===== src/rtl/fetch_pkg.sv =====
// Shared types for the instruction fetch controller.
//   fetch_state_e : controller state (IDLE, RUN)
//   fetch_entry_t : one buffered fetch result, {pc, instr}
//   PC_STEP       : byte distance between consecutive instruction words
package fetch_pkg;

   localparam int FETCH_AW = 32;
   localparam int FETCH_DW = 32;
   localparam int PC_STEP  = 4;

   typedef enum logic {
      IDLE = 1'b0,
      RUN  = 1'b1
   } fetch_state_e;

   typedef struct packed {
      logic [FETCH_AW-1:0] pc;
      logic [FETCH_DW-1:0] instr;
   } fetch_entry_t;

endpackage


===== src/rtl/fetch_queue.sv =====
// Synchronous FIFO of fetch entries between instruction fetch and decode.
// Ports:
//   clk, rst        clock, async active-high reset
//   push_i, din_i   enqueue din_i (ignored when full unless popping this cycle)
//   pop_i           dequeue head (ignored when empty)
//   flush_i         discard all entries; dominates push/pop
//   head_o          entry at the head (valid when !empty_o)
//   full_o, empty_o occupancy flags
module fetch_queue
   import fetch_pkg::*;
#(
   parameter int DEPTH = 2
) (
   input  logic         clk,
   input  logic         rst,
   input  logic         push_i,
   input  logic         pop_i,
   input  logic         flush_i,
   input  fetch_entry_t din_i,
   output fetch_entry_t head_o,
   output logic         full_o,
   output logic         empty_o
);

   localparam int PW = $clog2(DEPTH);

   // Pointers carry one extra wrap bit so full and empty are distinguishable.
   logic [PW:0]  wr_q;
   logic [PW:0]  rd_q;
   fetch_entry_t mem_q [DEPTH];
   logic         do_push;
   logic         do_pop;

   assign empty_o = (wr_q == rd_q);
   assign full_o  = ((wr_q ^ rd_q) == {1'b1, {PW{1'b0}}});
   assign head_o  = mem_q[rd_q[PW-1:0]];

   assign do_pop  = pop_i && !flush_i && !empty_o;
   assign do_push = push_i && !flush_i && (!full_o || do_pop);

   always_ff @(posedge clk or posedge rst) begin
      if (rst) begin
         wr_q <= '0;
         rd_q <= '0;
      end else if (flush_i) begin
         wr_q <= '0;
         rd_q <= '0;
      end else begin
         if (do_push) wr_q <= wr_q + (PW+1)'(1);
         if (do_pop)  rd_q <= rd_q + (PW+1)'(1);
      end
   end

   always_ff @(posedge clk) begin
      if (do_push) mem_q[wr_q[PW-1:0]] <= din_i;
   end

endmodule


===== src/rtl/inst_fetch_ctrl.sv =====
// Instruction fetch controller: owns the PC, addresses the combinational
// instruction memory, and buffers {pc, instr} pairs for decode with a
// valid/ready handshake. A redirect flushes buffered work and restarts at the
// new PC.
// Ports:
//   clk, rst                 clock, async active-high reset
//   start                    leave IDLE and begin fetching
//   imem_addr / imem_instr   byte address out (= pc), read data in
//   redirect_valid/_pc       load new PC (low two bits forced 0), flush queue
//   if_valid/if_ready        decode handshake; if_pc/if_instr = queue head
//   fetch_fault              sticky out-of-range fetch flag
// Build option FETCH_BOUNDS_CHECK_EN: stop fetching and raise fetch_fault when
// the PC word index reaches MEM_SIZE. Without it fetch_fault is 0 and addresses
// simply alias in memory.
//
// state | meaning
// IDLE  | after reset; redirect only loads pc, nothing is fetched
// RUN   | fetch one word per cycle while the queue has room (terminal)
module inst_fetch_ctrl
   import fetch_pkg::*;
#(
   parameter int                   ADDRESS_WIDTH = 32,
   parameter int                   DATA_WIDTH    = 32,
   parameter int                   MEM_SIZE      = 256,
   parameter logic [ADDRESS_WIDTH-1:0] RESET_PC  = '0,
   parameter int                   QUEUE_DEPTH   = 2
) (
   input  logic                     clk,
   input  logic                     rst,
   input  logic                     start,
   output logic [ADDRESS_WIDTH-1:0] imem_addr,
   input  logic [DATA_WIDTH-1:0]    imem_instr,
   input  logic                     redirect_valid,
   input  logic [ADDRESS_WIDTH-1:0] redirect_pc,
   output logic                     if_valid,
   input  logic                     if_ready,
   output logic [ADDRESS_WIDTH-1:0] if_pc,
   output logic [DATA_WIDTH-1:0]    if_instr,
   output logic                     fetch_fault
);

   fetch_state_e             state_q;
   logic [ADDRESS_WIDTH-1:0] pc_q;
   logic [ADDRESS_WIDTH-1:0] hold_pc_q;
   logic [DATA_WIDTH-1:0]    hold_instr_q;

   fetch_entry_t             head;
   fetch_entry_t             din;
   logic                     full;
   logic                     empty;
   logic                     push;
   logic                     pop;
   logic                     in_range;
   logic                     run;
   logic                     unused_cfg;

   assign run       = (state_q == RUN);
   assign imem_addr = pc_q;

`ifdef FETCH_BOUNDS_CHECK_EN
   localparam logic [ADDRESS_WIDTH-3:0] MEM_WORDS = (ADDRESS_WIDTH-2)'(MEM_SIZE);
   logic fault_q;

   assign in_range    = (pc_q[ADDRESS_WIDTH-1:2] < MEM_WORDS);
   assign fetch_fault = fault_q;
   assign unused_cfg  = ^redirect_pc[1:0];

   always_ff @(posedge clk or posedge rst) begin
      if (rst) begin
         fault_q <= 1'b0;
      end else if (redirect_valid) begin
         fault_q <= 1'b0;
      end else if (run && !in_range) begin
         fault_q <= 1'b1;
      end
   end
`else
   assign in_range    = 1'b1;
   assign fetch_fault = 1'b0;
   assign unused_cfg  = (^redirect_pc[1:0]) ^ (MEM_SIZE == 0);
`endif

   // A pop in a redirect cycle is void: the entry is flushed, not consumed.
   assign pop  = !empty && if_ready && !redirect_valid;
   assign push = run && !redirect_valid && in_range && (!full || pop);

   assign din.pc    = FETCH_AW'(pc_q);
   assign din.instr = FETCH_DW'(imem_instr);

   fetch_queue #(
      .DEPTH (QUEUE_DEPTH)
   ) u_queue (
      .clk     (clk),
      .rst     (rst),
      .push_i  (push),
      .pop_i   (pop),
      .flush_i (redirect_valid),
      .din_i   (din),
      .head_o  (head),
      .full_o  (full),
      .empty_o (empty)
   );

   // While the queue is empty the outputs keep showing the last head.
   assign if_valid = !empty;
   assign if_pc    = empty ? hold_pc_q    : ADDRESS_WIDTH'(head.pc);
   assign if_instr = empty ? hold_instr_q : DATA_WIDTH'(head.instr);

   always_ff @(posedge clk or posedge rst) begin
      if (rst) begin
         state_q      <= IDLE;
         pc_q         <= {RESET_PC[ADDRESS_WIDTH-1:2], 2'b00};
         hold_pc_q    <= '0;
         hold_instr_q <= '0;
      end else begin
         case (state_q)
            IDLE:    if (start) state_q <= RUN;
            RUN:     state_q <= RUN;
            default: state_q <= IDLE;
         endcase

         if (redirect_valid) begin
            pc_q <= {redirect_pc[ADDRESS_WIDTH-1:2], 2'b00};
         end else if (push) begin
            pc_q <= pc_q + ADDRESS_WIDTH'(PC_STEP);
         end

         if (!empty) begin
            hold_pc_q    <= ADDRESS_WIDTH'(head.pc);
            hold_instr_q <= DATA_WIDTH'(head.instr);
         end
      end
   end

endmodule


===== config.mk =====
export PLATFORM = sky130hd
export DESIGN_NAME = inst_fetch_ctrl
export DESIGN_NICKNAME = d
export VERILOG_FILES = /design/src/rtl/fetch_pkg.sv /design/src/rtl/fetch_queue.sv /design/src/rtl/inst_fetch_ctrl.sv
export SDC_FILE = /design/constraint.sdc
export NUM_CORES = 1
export LEC_CHECK = 0
export ABC_CLOCK_PERIOD_IN_PS = 16100
export CAP_MARGIN = 20
export CORE_MARGIN = 2
export CORE_UTILIZATION = 55
export CTS_CLUSTER_DIAMETER = 200
export DETAILED_ROUTE_END_ITERATION = 6
export PLACE_DENSITY = 0.84
export SKIP_CTS_REPAIR_TIMING = 1
export SLEW_MARGIN = 15
export SYNTH_ARGS = -nofsm -noshare
export SYNTH_HDL_FRONTEND = slang
export SYNTH_SLANG_ARGS = --single-unit
export TNS_END_PERCENT = 50

===== constraint.sdc =====
create_clock -name clk -period 16.1 [get_ports clk]
set_input_delay 1.61 -clock clk [delete_from_list [all_inputs] [get_ports clk]]
set_output_delay 1.61 -clock clk [all_outputs]
set_load 0.01 [all_outputs]

==> flow_summary.json <==
{
  "io_pins": 167,
  "relSlewSlack": 0.3432,
  "ys_seq_elements": 223,
  "dieArea_um2": 16750,
  "critical-path-top-delay-family": "buffers and inverters",
  "synth_top_area_share": 0.4304,
  "worst-path-max-fanout": 127,
  "outcome": "finished, final reports clean",
  "min_path_type": "flop to flop",
  "sw_frac_of_total": 0.3269,
  "worst_pin_slew_ns": 0.9829,
  "timing.fmax_mhz": 217.0,
  "dp_cells": 974,
  "core-area_um2": 15310,
  "crit_buf_inv": 2,
  "ys_types": 37,
  "final_cells": 1014,
  "clock-sinks": 223,
  "power.share.sequential": 0.380,
  "drv_cap": 0,
  "via_count": 5409,
  "cts_tree": "built",
  "power.leakage_nw": 4.064,
  "final-setup-viol-count": 0,
  "crit_type": "flop to output port",
  "yosys_warnings": 0,
  "clk_path_buf_depth": 3,
  "placementRows": 45,
  "power_density_nw_per_um2": 191.7,
  "fin_setup_tns_ns": 0,
  "power.share.clock": 0.227,
  "grt-ovfl-total": 0,
  "cts_htree_levels": 1,
  "layout.nets": 859,
  "intPower_mw": 1.442,
  "fin_crit_sh": 0.2863,
  "startpoint_type": "flop",
  "synth_top_cell_by_area": "edfxtp_1",
  "hold_violations": 0,
  "layout_min_cycle_time_ns": 4.609,
  "drcViolationCount": 0,
  "numPortBuffers": 161,
  "cpMaxStageDelayCell": "buf_6",
  "yosysSeqAreaShare": 0.7167,
  "synth_cells": 628,
  "cts_buffers": 23,
  "cts_root_buffer": "clkbuf_16",
  "clkTransAtPathRegs_ns": 0.06,
  "ir_worst_vdd_mv": 0.1406,
  "rsz0062_at_grt": "no",
  "num_antenna_cells": 0,
  "critPathArrivalTime_ns": 3.00,
  "drt-wirelength-per-cell_um": 17.69,
  "crit_required_ns": 14.49,
  "synth_area_um2": 8652,
  "antenna_found_initial": 0,
  "grt_usage": 0.2142,
  "gp_congestion": 0.8044,
  "synthToLayoutAreaGrowth_pct": 29.17,
  "grt_pass1_wl_um": 28340,
  "worstSetupEndpointType": "output port",
  "p_sw_mw": 0.7005,
  "drive_gt1_frac": 0.08344,
  "hpwlAfterDp_um": 11080,
  "max_stage_delay_ns": 0.59,
  "viasPerCell": 5.334,
  "worstSkewPairLatency_ns": 0.49,
  "crit_path_cell_trace": "xnor2_1, nand2_4, buf_6, nor2_1, a21oi_1, clkdlybuf4s50_1",
  "synth_area_leaders": "edfxtp_1 43%, dfrtp_1 29%, mux2i_1 7.3%",
  "ant_nets": 0,
  "routed_wl_um": 17930,
  "drt-initial-drc-count": 342,
  "r2r_slack_ns": 13.03,
  "slew_viol_final": 0,
  "grt_pass1_vias": 5651,
  "die_h_um": 129.4,
  "grt_max_degree": 128,
  "power_frac_comb": 0.392,
  "avgSynthCellArea_um2": 13.78,
  "start_util": 0.5650,
  "skew_ns": 0.01080,
  "die_width_um": 129.4,
  "first_pass_iters": 6
}
==> cells in the mapped netlist (all sizes together) <==
master	count
and3	4
xnor2	26
nor3	22
a21o	1
and4	3
inv	9
nor2	71
edfxtp	124
or2	2
mux2	2
dfrtp	99
o31ai	1
a31o	1
conb	1
mux2i	63
o311ai	2
nand2	40
buf	17
nand3	12
or3	2
o21ai	27
a21oi	63
clkbuf	17
nor4	4
a31oi	2
nand4	5
ha	1
xor2	7
==> flip-flops by register name, summed over array words and instances (netlist names) <==
| register | cells |
|---|---|
| hold_instr_q | 32 |
| hold_pc_q | 32 |
| imem_addr | 30 |
| run | 1 |
| u_queue.mem_q | 124 |
| u_queue.rd_q | 2 |
| u_queue.wr_q | 2 |
==> worst register-to-register path: stages (launching register included) <==
cell and delay [ns]:
dfrtp_4 0.41, buf_4 0.49, buf_16 0.32, xor2_2 0.28, o31ai_1 0.24, nor3_2 0.17
buf_4 0.75
==> power groups by stage <==
stage                     Sequential, mW  Combinational (mW)  Clock [mW]
final                              0.815               0.841       0.487
after global placement             0.818               0.815           0
after CTS                          0.815               0.847       0.499
after detailed placement           0.826               0.843           0
after global routing               0.828               0.907       0.523
after floorplan                    0.819               0.420           0
==> cell usage in the layout (no fill, tap or decap), types with 8 or more instances in the layout <==
cell type	netlist	layout
clkdlybuf4s50_1	0	160
edfxtp_1	124	124
dfrtp_1	99	98
nor2_1	71	71
mux2i_1	63	63
a21oi_1	63	63
nand2_1	40	39
xnor2_1	25	25
clkbuf_16	0	23
o21ai_0	20	20
nor3_1	16	14
nand3_1	12	12
clkinv_2	0	11
inv_1	9	8
nor3_2	6	8
==> kinds of logic after synthesis <==
kind of cell    count (synthesis)  synth area share
simple gates                  165           0.08879
xor+xnor                       33           0.03514
fa+ha+maj                       1          0.001446
buf+inv                        43           0.02169
mux                            65           0.07549
other cells                     1         0.0004334
compound gates                 97           0.06030
flops                         223            0.7167
==> metal layers <==
layer / wire length, µm / global-route usage
met1: 7625 / 0.2811
met2: 9041 / 0.3793
met3: 1062 / 0.03592
met4: 204 / 0.04807
met5: 0 / 0
==> cell type report <==
| cell class | instances | area, µm² |
|---|---|---|
| Clock inverter | 13 | 92.59 |
| Clock buffer | 26 | 606.8 |
| Timing Repair Buffer | 168 | 1683 |
| Multi-Input combinational cell | 364 | 2288 |
| Inverter | 9 | 36.28 |
| Sequential cell | 223 | 6205 |
| Tap cell | 211 | 264.0 |
| Fill cell | 997 | 4139 |
==> per-stage QoR <==
| step | cell area, µm² | hold slack (ns) | util | worst slack [ns] | power [mW] |
|---|---|---|---|---|---|
| floorplan | 8660 | 0.5284 | - | 9.446 | 1.238 |
| global placement | 10450 | 0.5043 | 0.6820 | 11.95 | 1.632 |
| detailed placement | 10450 | 0.4983 | 0.6820 | 11.81 | 1.669 |
| CTS | 11140 | 0.5171 | 0.7277 | 11.27 | 2.161 |
| global route | 11180 | 0.5434 | 0.7297 | 11.37 | 2.258 |
| finish | 11180 | 0.5144 | 0.7297 | 11.49 | 2.143 |
==> final timing paths <==
check,startpoint,cells after the start,end
max reg2reg,u_queue.rd_q[0]$_DFFE_PP0P_,6,u_queue.mem_q[0][56]$_DFFE_PP_
max,u_queue.wr_q[0]$_DFFE_PP0P_,6,if_pc[25]
min reg2reg,hold_pc_q[0]$_DFF_PP0_,1,hold_pc_q[0]$_DFF_PP0_
min in group asynchronous,rst,2,hold_instr_q[20]$_DFF_PP0_
min,hold_pc_q[0]$_DFF_PP0_,1,hold_pc_q[0]$_DFF_PP0_
max in group asynchronous,rst,3,u_queue.rd_q[0]$_DFFE_PP0P_
Power figures use the tool's default switching activity.
